==> config.mk <==
export PLATFORM = sky130hd
export DESIGN_NAME = pix_out_packer
export DESIGN_NICKNAME = d
export VERILOG_FILES = /design/src/rtl/pix_out_packer.sv
export SDC_FILE = /design/constraint.sdc
export NUM_CORES = 2
export LEC_CHECK = 0
export ABC_AREA = 0
export CORE_MARGIN = 2
export CORE_UTILIZATION = 54
export CTS_BUF_LIST = sky130_fd_sc_hd__clkbuf_8
export DETAILED_ROUTE_END_ITERATION = 7
export PLACE_DENSITY = 0.74
export SYNTH_ARGS = -nofsm -noshare
export SYNTH_HDL_FRONTEND = slang
export SYNTH_SLANG_ARGS = --single-unit
==> constraint.sdc <==
create_clock -name clk_out_int -period 12.85 [get_ports clk_out_int]
set_clock_uncertainty 0.15 [all_clocks]
set_input_delay 3.2125 -clock clk_out_int [delete_from_list [all_inputs] [get_ports clk_out_int]]
set_output_delay 3.2125 -clock clk_out_int [all_outputs]
set_load 0.02 [all_outputs]
==> src/rtl/pix_out_packer.sv <==
// pix_out_packer
//   Output-side repacker on clk_out_int. Stage 1 converts every component of
//   the 4-pixel input word from the coded depth (bits_per_component) to
//   OUT_BPC with clip, round and saturate. Stage 2 merges valid pixels with a
//   0..3 pixel residual into dense 4-pixel words, flushes the residual at end
//   of line / end of frame, and regenerates sof/eol/eof aligned to the data.
//   Optional feature macro: PIX_OUT_PACKER_LINE_CHECK_EN enables the per-line
//   pixel counter and line_len_err. Without it line_len_err is tied to 0.
// Ports
//   clk_out_int, rst_n (async, active-low), flush (sync clear of all state)
//   bits_per_component[3:0], frame_width[15:0]  : static configuration
//   in_sof, in_pixs[167:0], in_valid[3:0], in_eol, in_eof : input stream
//   out_sof, out_pixs[12*OUT_BPC-1:0], out_valid[3:0], out_eol, out_eof
//   mask_err, line_len_err : sticky status, cleared by in_sof
module pix_out_packer #(
  parameter int OUT_BPC         = 10,
  parameter int MAX_FRAME_WIDTH = 5120
) (
  input  logic                   clk_out_int,
  input  logic                   rst_n,
  input  logic                   flush,
  input  logic [3:0]             bits_per_component,
  input  logic [15:0]            frame_width,
  input  logic                   in_sof,
  input  logic [167:0]           in_pixs,
  input  logic [3:0]             in_valid,
  input  logic                   in_eol,
  input  logic                   in_eof,
  output logic                   out_sof,
  output logic [12*OUT_BPC-1:0]  out_pixs,
  output logic [3:0]             out_valid,
  output logic                   out_eol,
  output logic                   out_eof,
  output logic                   mask_err,
  output logic                   line_len_err
);
  localparam int          PW   = 3 * OUT_BPC;
  localparam int          WW   = 12 * OUT_BPC;
  localparam logic [3:0]  OB   = 4'(OUT_BPC);
  localparam logic [15:0] OMAX = 16'((1 << OUT_BPC) - 1);

  // Clip to the coded range, then round-half-up and saturate when reducing
  // depth, or left-justify with zero fill when expanding.
  function automatic logic [OUT_BPC-1:0] fmt_comp(input logic [13:0] x, input logic [3:0] s);
    logic [15:0] maxv, xc, sum, y;
    logic [3:0]  sh;
    maxv = (16'd1 << s) - 16'd1;
    xc   = ({2'b00, x} > maxv) ? maxv : {2'b00, x};
    y    = xc;
    sh   = 4'd0;
    sum  = 16'd0;
    if (s > OB) begin
      sh  = s - OB;
      sum = xc + (16'd1 << (sh - 4'd1));
      y   = sum >> sh;
      if (y > OMAX) y = OMAX;
    end else if (s < OB) begin
      sh = OB - s;
      y  = xc << sh;
    end
    return y[OUT_BPC-1:0];
  endfunction

  function automatic logic [2:0] popcnt(input logic [3:0] v);
    return {2'b00, v[0]} + {2'b00, v[1]} + {2'b00, v[2]} + {2'b00, v[3]};
  endfunction

  function automatic logic [3:0] mask_of(input logic [2:0] k);
    case (k)
      3'd0:    return 4'b0000;
      3'd1:    return 4'b0001;
      3'd2:    return 4'b0011;
      3'd3:    return 4'b0111;
      default: return 4'b1111;
    endcase
  endfunction

  // ---------------- stage 1: format ----------------
  logic [2:0]    n_in;
  logic          contig, eof_rise;
  logic [WW-1:0] fmt_w;
  logic [WW-1:0] s1_pix_q;
  logic [2:0]    s1_n_q;
  logic          s1_sof_q, s1_eol_q, s1_eofr_q, eof_prev_q, mask_err_q;

  // The eof rising edge acts as an end of line; valid beats are dropped while eof is high.
  assign eof_rise = in_eof & ~eof_prev_q;

  always_comb begin
    n_in   = in_eof ? 3'd0 : popcnt(in_valid);
    contig = (in_valid == 4'b0000) || (in_valid == 4'b0001) || (in_valid == 4'b0011) ||
             (in_valid == 4'b0111) || (in_valid == 4'b1111);
    fmt_w  = '0;
    for (int p = 0; p < 4; p++)
      for (int c = 0; c < 3; c++)
        fmt_w[(p*3+c)*OUT_BPC +: OUT_BPC] = fmt_comp(in_pixs[(p*3+c)*14 +: 14], bits_per_component);
  end

  always_ff @(posedge clk_out_int) s1_pix_q <= fmt_w;

  always_ff @(posedge clk_out_int or negedge rst_n) begin
    if (!rst_n) begin
      s1_n_q <= 3'd0; s1_sof_q <= 1'b0; s1_eol_q <= 1'b0; s1_eofr_q <= 1'b0;
      eof_prev_q <= 1'b0; mask_err_q <= 1'b0;
    end else if (flush) begin
      s1_n_q <= 3'd0; s1_sof_q <= 1'b0; s1_eol_q <= 1'b0; s1_eofr_q <= 1'b0;
      eof_prev_q <= 1'b0; mask_err_q <= 1'b0;
    end else begin
      s1_n_q     <= n_in;
      s1_sof_q   <= in_sof;
      s1_eol_q   <= in_eol;
      s1_eofr_q  <= eof_rise;
      eof_prev_q <= in_eof;
      if (in_sof)                  mask_err_q <= 1'b0;
      else if (!in_eof && !contig) mask_err_q <= 1'b1;
    end
  end

  assign mask_err = mask_err_q;

`ifdef PIX_OUT_PACKER_LINE_CHECK_EN
  localparam int            CW    = $clog2(MAX_FRAME_WIDTH + 1);
  localparam logic [CW:0]   MAXC  = (CW+1)'(MAX_FRAME_WIDTH);
  logic [CW-1:0] cnt_q, sat_sum;
  logic [CW:0]   sum;
  logic          line_end, line_err_q;

  // An eof edge only closes a line that actually received pixels.
  always_comb begin
    sum      = {1'b0, cnt_q} + (CW+1)'(n_in);
    sat_sum  = (sum > MAXC) ? MAXC[CW-1:0] : sum[CW-1:0];
    line_end = in_eol | (eof_rise & (cnt_q != '0));
  end

  always_ff @(posedge clk_out_int or negedge rst_n) begin
    if (!rst_n) begin
      cnt_q <= '0; line_err_q <= 1'b0;
    end else if (flush || in_sof) begin
      cnt_q <= '0; line_err_q <= 1'b0;
    end else if (line_end) begin
      cnt_q <= '0;
      if (16'(sat_sum) != frame_width) line_err_q <= 1'b1;
    end else begin
      cnt_q <= sat_sum;
    end
  end

  assign line_len_err = line_err_q;
`else
  localparam int unused_max_fw = MAX_FRAME_WIDTH;
  logic unused_fw;
  assign unused_fw    = ^frame_width;
  assign line_len_err = 1'b0;
`endif

  // ---------------- stage 2: pack ----------------
  logic [PW-1:0] inc [4];
  logic [PW-1:0] cmb [7];
  logic [PW-1:0] res_q [3];
  logic [PW-1:0] res_d [3];
  logic [2:0]    t, rem;
  logic          full, line_eol;
  logic [1:0]    r_q, r_d;
  logic          pend_q, pend_d, eofp_q, eofp_d;
  logic          out_sof_q, out_sof_d, out_eol_q, out_eol_d, out_eof_q, out_eof_d;
  logic [3:0]    out_valid_q, out_valid_d;
  logic [WW-1:0] out_pixs_q, out_pixs_d;

  // Combined sequence: residual pixels first, then the incoming beat.
  always_comb begin
    for (int i = 0; i < 4; i++) inc[i] = s1_pix_q[i*PW +: PW];
    for (int i = 0; i < 7; i++) cmb[i] = '0;
    case (r_q)
      2'd0: for (int j = 0; j < 4; j++) cmb[j] = inc[j];
      2'd1: begin
        cmb[0] = res_q[0];
        for (int j = 0; j < 4; j++) cmb[j+1] = inc[j];
      end
      2'd2: begin
        cmb[0] = res_q[0]; cmb[1] = res_q[1];
        for (int j = 0; j < 4; j++) cmb[j+2] = inc[j];
      end
      default: begin
        cmb[0] = res_q[0]; cmb[1] = res_q[1]; cmb[2] = res_q[2];
        for (int j = 0; j < 4; j++) cmb[j+3] = inc[j];
      end
    endcase
    t        = {1'b0, r_q} + s1_n_q;
    full     = t[2];
    rem      = {1'b0, t[1:0]};
    line_eol = s1_eol_q | s1_eofr_q;
  end

  always_comb begin
    for (int i = 0; i < 3; i++) res_d[i] = res_q[i];
    r_d         = r_q;
    pend_d      = 1'b0;
    eofp_d      = 1'b0;
    out_sof_d   = 1'b0;
    out_eol_d   = 1'b0;
    out_eof_d   = eofp_q;
    out_valid_d = 4'b0000;
    out_pixs_d  = out_pixs_q;
    if (s1_sof_q) begin
      // sof wins over any simultaneous eol and drops the residual.
      out_sof_d = 1'b1;
      r_d       = 2'd0;
    end else if (pend_q) begin
      // Second half of a full-word-plus-partial end of line.
      out_pixs_d  = {{PW{1'b0}}, res_q[2], res_q[1], res_q[0]};
      out_valid_d = mask_of({1'b0, r_q});
      out_eol_d   = 1'b1;
      r_d         = 2'd0;
    end else begin
      for (int i = 0; i < 3; i++) res_d[i] = full ? cmb[i+4] : cmb[i];
      if (full) begin
        out_pixs_d  = {cmb[3], cmb[2], cmb[1], cmb[0]};
        out_valid_d = 4'b1111;
      end
      if (line_eol) begin
        r_d = 2'd0;
        if (rem != 3'd0) begin
          if (full) begin
            pend_d = 1'b1;
            r_d    = rem[1:0];
          end else begin
            out_pixs_d  = {cmb[3], cmb[2], cmb[1], cmb[0]};
            out_valid_d = mask_of(rem);
            out_eol_d   = 1'b1;
          end
        end else if (full || s1_eol_q) begin
          out_eol_d = 1'b1;
        end
        if (s1_eofr_q) begin
          if (rem != 3'd0 || full) eofp_d = 1'b1;
          else                     out_eof_d = 1'b1;
        end
      end else begin
        r_d = rem[1:0];
      end
    end
  end

  always_ff @(posedge clk_out_int) begin
    for (int i = 0; i < 3; i++) res_q[i] <= res_d[i];
  end

  always_ff @(posedge clk_out_int or negedge rst_n) begin
    if (!rst_n) begin
      r_q <= 2'd0; pend_q <= 1'b0; eofp_q <= 1'b0;
      out_sof_q <= 1'b0; out_eol_q <= 1'b0; out_eof_q <= 1'b0;
      out_valid_q <= 4'b0000; out_pixs_q <= '0;
    end else if (flush) begin
      r_q <= 2'd0; pend_q <= 1'b0; eofp_q <= 1'b0;
      out_sof_q <= 1'b0; out_eol_q <= 1'b0; out_eof_q <= 1'b0;
      out_valid_q <= 4'b0000; out_pixs_q <= '0;
    end else begin
      r_q <= r_d; pend_q <= pend_d; eofp_q <= eofp_d;
      out_sof_q <= out_sof_d; out_eol_q <= out_eol_d; out_eof_q <= out_eof_d;
      out_valid_q <= out_valid_d; out_pixs_q <= out_pixs_d;
    end
  end

  assign out_sof   = out_sof_q;
  assign out_pixs  = out_pixs_q;
  assign out_valid = out_valid_q;
  assign out_eol   = out_eol_q;
  assign out_eof   = out_eof_q;
endmodule
# Yosys cells after proc, flatten, opt, wreduce, memory -nomap -nowiden
# Memories as Yosys holds them, arrays and structs flattened.
# Cells that the tools add are included.
# totals
ff_bits,259
latchBits,0
ramBits,90
mem_bits_ro,0
in_bits,198
output_inout_bits,129
word_cells,233
memories,1
# memory_table
memory,words,word_bits,rd,rd_clocked_by_memory_dff,write_ports,line,text
res_q,3,30,3,0,3,159,logic [PW-1:0] res_q [3];
# op_classes
add_sub_neg,20
multipliers,0
div_mod_pow,0
n_lt_le_gt_ge,26
eq_ne,11
n_shift,26
n_mux,115
n_bitwise,3
reduce_logical,16
# op_table
op,n
2-to-1 mux 120 bit,7
2-to-1 mux 10 bit,36
case mux 120 bit (3 select lines),1
adder 16 bit,12
greater-than comparator 14 x 16 -> 1 bit,12
"greater-than comparator 16 x 10 -> 1 bit, second input constant",12
2-to-1 mux 16 bit,12
left shift 16 x 4 -> 10 bit,12
>> shifter 16 x 4 -> 16 bit,12
2-to-1 mux 90 bit,2
2-to-1 mux 30 bit,4
case mux 30 bit (3 select lines),1
case mux 30 bit (2 select lines),1
2-to-1 mux 1 bit,34
case mux 4 bit (4 select lines),2
"left shift 1 x 4 -> 16 bit, first input constant",2
2-to-1 mux 4 bit,7
"subtractor 16 x 1 -> 16 bit, second input constant",1
2-to-1 mux 2 bit,6
"equality test 2 bit, second input constant",4
logical OR 1 bit,6
2-to-1 mux 3 bit,2
nonzero test 3 bit,2
"equality test 2 x 1 -> 1 bit, second input constant",2
24 further kinds,25

# Logic depth before layout (Yosys ltp)
# logic_depth
ltp_word,10
ltp_mapped,46
ltp_nobuf,31

# Worst setup path after synthesis
# No wires, ideal clock.
# synth_timing
path_type,input to register
from,input port bits_per_component[0]
to,register s1_pix_q[27]
setup_ps,154
arrival_ps,13720
required_time_ps,12546
path_slack_ps,-1175
stages,45
n_path_buf,14
cell_sequence,clkbuf_1 clkinv_1 clkbuf_1 buf_1 clkbuf_1 buf_1 clkbuf_1 clkbuf_1 ha_1 buf_2 buf_1 buf_1 nand2_1 ha_1 clkbuf_1 o31a_1 buf_4 and2_1 [9 not listed] buf_2 nor2_1 a21oi_1 inv_1 ha_1 inv_1 fa_1 nor2b_1 o21a_1 o21ai_0 a211oi_1 nor4_1 nor3_1 or3b_2 a32oi_1 inv_1 a221oi_1 a22oi_1
# synth_via
elab_chain_cells,9
word_cells_on_any_way,17
cone_classes,add/sub (5); order compare (4); shift (4); mux (4)
# synth_lines
item,line,text
"start, declared",22,"input logic [3:0] bits_per_component,"
left shift 1 x 4 -> 16 bit,47,maxv = (16'd1 << s) - 16'd1;
subtractor 16 x 1 -> 16 bit,47,
greater-than comparator 14 x 16 -> 1 bit,48,"xc = ({2'b00, x} > maxv) ? maxv : {2'b00, x};"
2-to-1 mux 16 bit,48,
adder 16 bit,54,sum = xc + (16'd1 << (sh - 4'd1));
>> shifter 16 x 4 -> 16 bit,55,y = sum >> sh;
greater-than comparator 16 x 10 -> 1 bit,56,if (y > OMAX) y = OMAX;
2-to-1 mux 10 bit,56,
2-to-1 mux 10 bit *,52,if (s > OB) begin
via fmt_w[27],81,logic [WW-1:0] fmt_w;
"end signal, assigned",99,always_ff @(posedge clk_out_int) s1_pix_q <= fmt_w;
"end, declared",82,logic [WW-1:0] s1_pix_q;
# Mark *: on every way through the listed nets, which the timed path passes. The rest lies on a longest branch.
# A chain may end at the register's enable or synchronous reset.

# Worst setup path in the final report
# layout_timing
from,input port bits_per_component[0]
to,register s1_pix_q[111]
# The elaborated chain is that of the path after synthesis.

==> reports/metrics.cfg <==
[synth]
synth_top_area_share=0.1059
yosysSeqAreaShare=0.1926
async_reset_ff_frac=0.3983
synth-main-ff-cell=dfrtp_1
synthTopCellsByArea=ha_1 (11%), mux2i_1 (8.1%), dfrtp_1 (7.8%)
ys_warn_count=0
synth-edff-count=90
yosys.area.top_type=ha_1
synthesis.area_mm2=0.04455
synth_cell_types=108
syn-mean-instance-area_um2=7.759
synth_seq_cells=349
synth_cells=5742

[cts]
cts_buffers=56
cts_tree=yes
post_cts_buffers=0
clk_path_buf_depth=3
clk_pin_slew_worst_paths_ns=0.07
h-tree-depth=2
numClockSinks=349
clk_latency_ns=0.70
postCtsResizedCells=0
hold_buffers=0
cts_root_buffer=clkbuf_8

[sta]
finalMaxSlewViolations=0
relSlewSlack=0.007167
fmax_mhz=81.61
setup_tns_ns=0
tightest_slew_ns=1.489
min_period_ns=12.25
rsz0062_at_grt=false
period_share=0.9536
timing.hold.ws_ns=0.2731
setup_viol=0
hold_viol=0

[floorplan]
pin_count=327
initial_core_util=0.5444
die-width_um=291.2
rows=105
dieHeight_um=291.2
dieArea_mm2=0.08482
coreArea_mm2=0.08185

[route]
via_per_inst=7.292
drt_iter0_drc=8085
wl_per_cell_um=32.66
final_antenna_net_count=0
drt-total-wl_um=229300
via_count=51192
drc_errors=6
drtPass1Iterations=8

[global_routing]
grt_use_met3=0.1639
grt_max_degree=140
grtUsageTotal=0.5189
grt.met1_usage=0.6535
grt_pass1_wl_um=325900
overflow=0
grt_pass1_vias=46567
met2_usage=0.7323
antenna_found_initial=14
grt.busiest_layer=met2

[critical_path]
reg2reg_from=r_q[0]
path_class=primary input to flip-flop
worst_r2r_endpoint=out_pixs[65]
critPathMaxStageDelay_ns=1.11
crit_path_start_kind=primary input
reg2reg_depth=12
reg2reg_slack_ns=7.28
crit_required_ns=13.22
setup.worst_path.start=bits_per_component[0]
endpoint=s1_pix_q[111]
cp_slowest_cell=mux2i_1
crit_path_end_kind=flip-flop
cp.arrival_ns=12.63
crit_path_max_fanout=35

[place]
portBuffers=309
dp_hpwl_um=172700
gp_congestion=1.121

[run_status]
status=finished with violations
violations=design-rule violations, max-capacitance violations

[hold_path]
hp-class=flip-flop to flip-flop

[power_and_ir_drop]
cellLeakagePower_uw=0.02218
ir_drop_mv=0.08557
cellPowerDensity_mw_per_mm2=115.7

[final_layout]
final_nets=6489
syn_to_final_growth_pct=13.44
drive_gt1_frac=0.1029
final_util=0.6175

[run]
max_cap_violations=1

==> flip-flops by register name, indices dropped and copies added, names as in the netlist <==
register    flops
eof_prev_q      1
eofp_q          1
mask_err        1
out_eof         1
out_eol         1
out_pixs      120
out_sof         1
out_valid       4
pend_q          1
r_q             2
res_q          90
s1_eofr_q       1
s1_eol_q        1
s1_n_q          3
s1_pix_q      120
s1_sof_q        1
==> kinds of logic (layout without fill, tap and decap cells) <==
kind of cell               Yosys count  count (layout)  synth area share
AOI/OAI and AO/OA                 2030            2030            0.3012
and+or+nand+nor                   1573            1573            0.1593
buffers and inverters              642             835           0.05580
muxes                              568             568            0.1385
adders and majority gates          403             403            0.1149
DFF                                349             349            0.1926
xor gates and xnor gates           176             176           0.03772
other                                1              16        0.00008417
==> cell type report <==
cell class                      count  area (um2)
Multi-Input combinational cell   4763       33870
Fill cell                        7428       31310
Sequential cell                   349        8594
Timing Repair Buffer              492        4544
Tap cell                         1070        1339
Clock buffer                       71       977.2
Inverter                          238       902.1
Clock inverter                     34       304.0
Antenna cell                        3       7.507
==> stage by stage <==
step	worst slack (ns)	power, uW	area (um2)	cells
floorplan	0.07190	3402	44630	5754
global placement	0.5949	4506	49250	6912
detailed placement	0.4843	4544	49250	6912
CTS	1.183	5641	50530	7017
global route	0.2728	6038	50530	7017
finish	0.5962	5847	50540	7020
==> cells in the final DEF, fill, tap and decap left out, types with 77 or more instances in the layout <==
cell / Yosys / layout
a211oi_1: 77 / 77
a21o_1: 104 / 104
a21oi_1: 523 / 521
a221o_1: 81 / 81
a31oi_1: 80 / 80
buf_4: 11 / 177
clkdlybuf4s50_1: 0 / 305
dfrtp_1: 139 / 136
dfxtp_1: 120 / 120
edfxtp_1: 90 / 90
ha_1: 377 / 375
inv_1: 229 / 239
mux2_2: 187 / 187
mux2i_1: 359 / 358
nand2_1: 527 / 525
nand3_1: 136 / 135
nor2_1: 504 / 481
o211ai_1: 80 / 80
o21a_1: 77 / 77
o21ai_0: 458 / 456
xnor2_1: 110 / 107
==> power breakdown <==
part / switching (uW) / leakage, uW / total [uW] / internal [uW]
sequential: 172 / 0.00387 / 1490 / 1320
clock: 503 / 0.000703 / 1110 / 604
combinational: 2110 / 0.0176 / 3250 / 1140
total: 2790 / 0.0222 / 5850 / 3060
==> routing by layer <==
metal	routed length, um	vias up
met4	22080	16
li1	-	21969
met1	83700	24137
met2	90400	4129
met3	32900	941
met5	191	-
==> synth_stat cells, types with 29 or more instances <==
master and instances:
a221oi_1 68, nor2b_1 44, clkbuf_1 313, nor3_1 84, xnor2_1 110, o22ai_1 53, edfxtp_1 90, dfxtp_1 120
a21o_1 104, mux2_2 187, nor2_1 504, xor2_1 55, a31oi_1 80, mux2i_1 359, a22oi_1 57, nand4_1 56
nand3_1 136, a211o_1 29, nand2_1 527, buf_1 57, and3_1 43, or3_1 30, a211oi_1 77, nand2b_1 33
o211ai_1 80, dfrtp_1 139, o21a_1 77, and2_1 33, a21oi_1 523, o21ai_0 458, ha_1 377, o41ai_1 38
a221o_1 81, o221ai_1 49, inv_1 229
==> critical path, delay by kind of cell <==
family	cells	cell delay [ns]
buffers and inverters	5	1.58
adders and majority gates	5	1.70
xor gates and xnor gates	1	0.14
AOI/OAI and AO/OA	12	3.58
muxes	1	1.11
and+or+nand+nor	5	1.22
==> worst min path at each step <==
stage | from | to | slack [ns] | depth (start not counted)
detailed placement | eof_prev_q | s1_eofr_q | 0.25 | 1
floorplan | eof_prev_q | s1_eofr_q | 0.23 | 1
CTS | eof_prev_q | s1_eofr_q | 0.28 | 1
global route | eof_prev_q | s1_eofr_q | 0.28 | 1
global placement | eof_prev_q | s1_eofr_q | 0.24 | 1
finish | eof_prev_q | s1_eofr_q | 0.27 | 1
(Power assumes the default switching activity.)
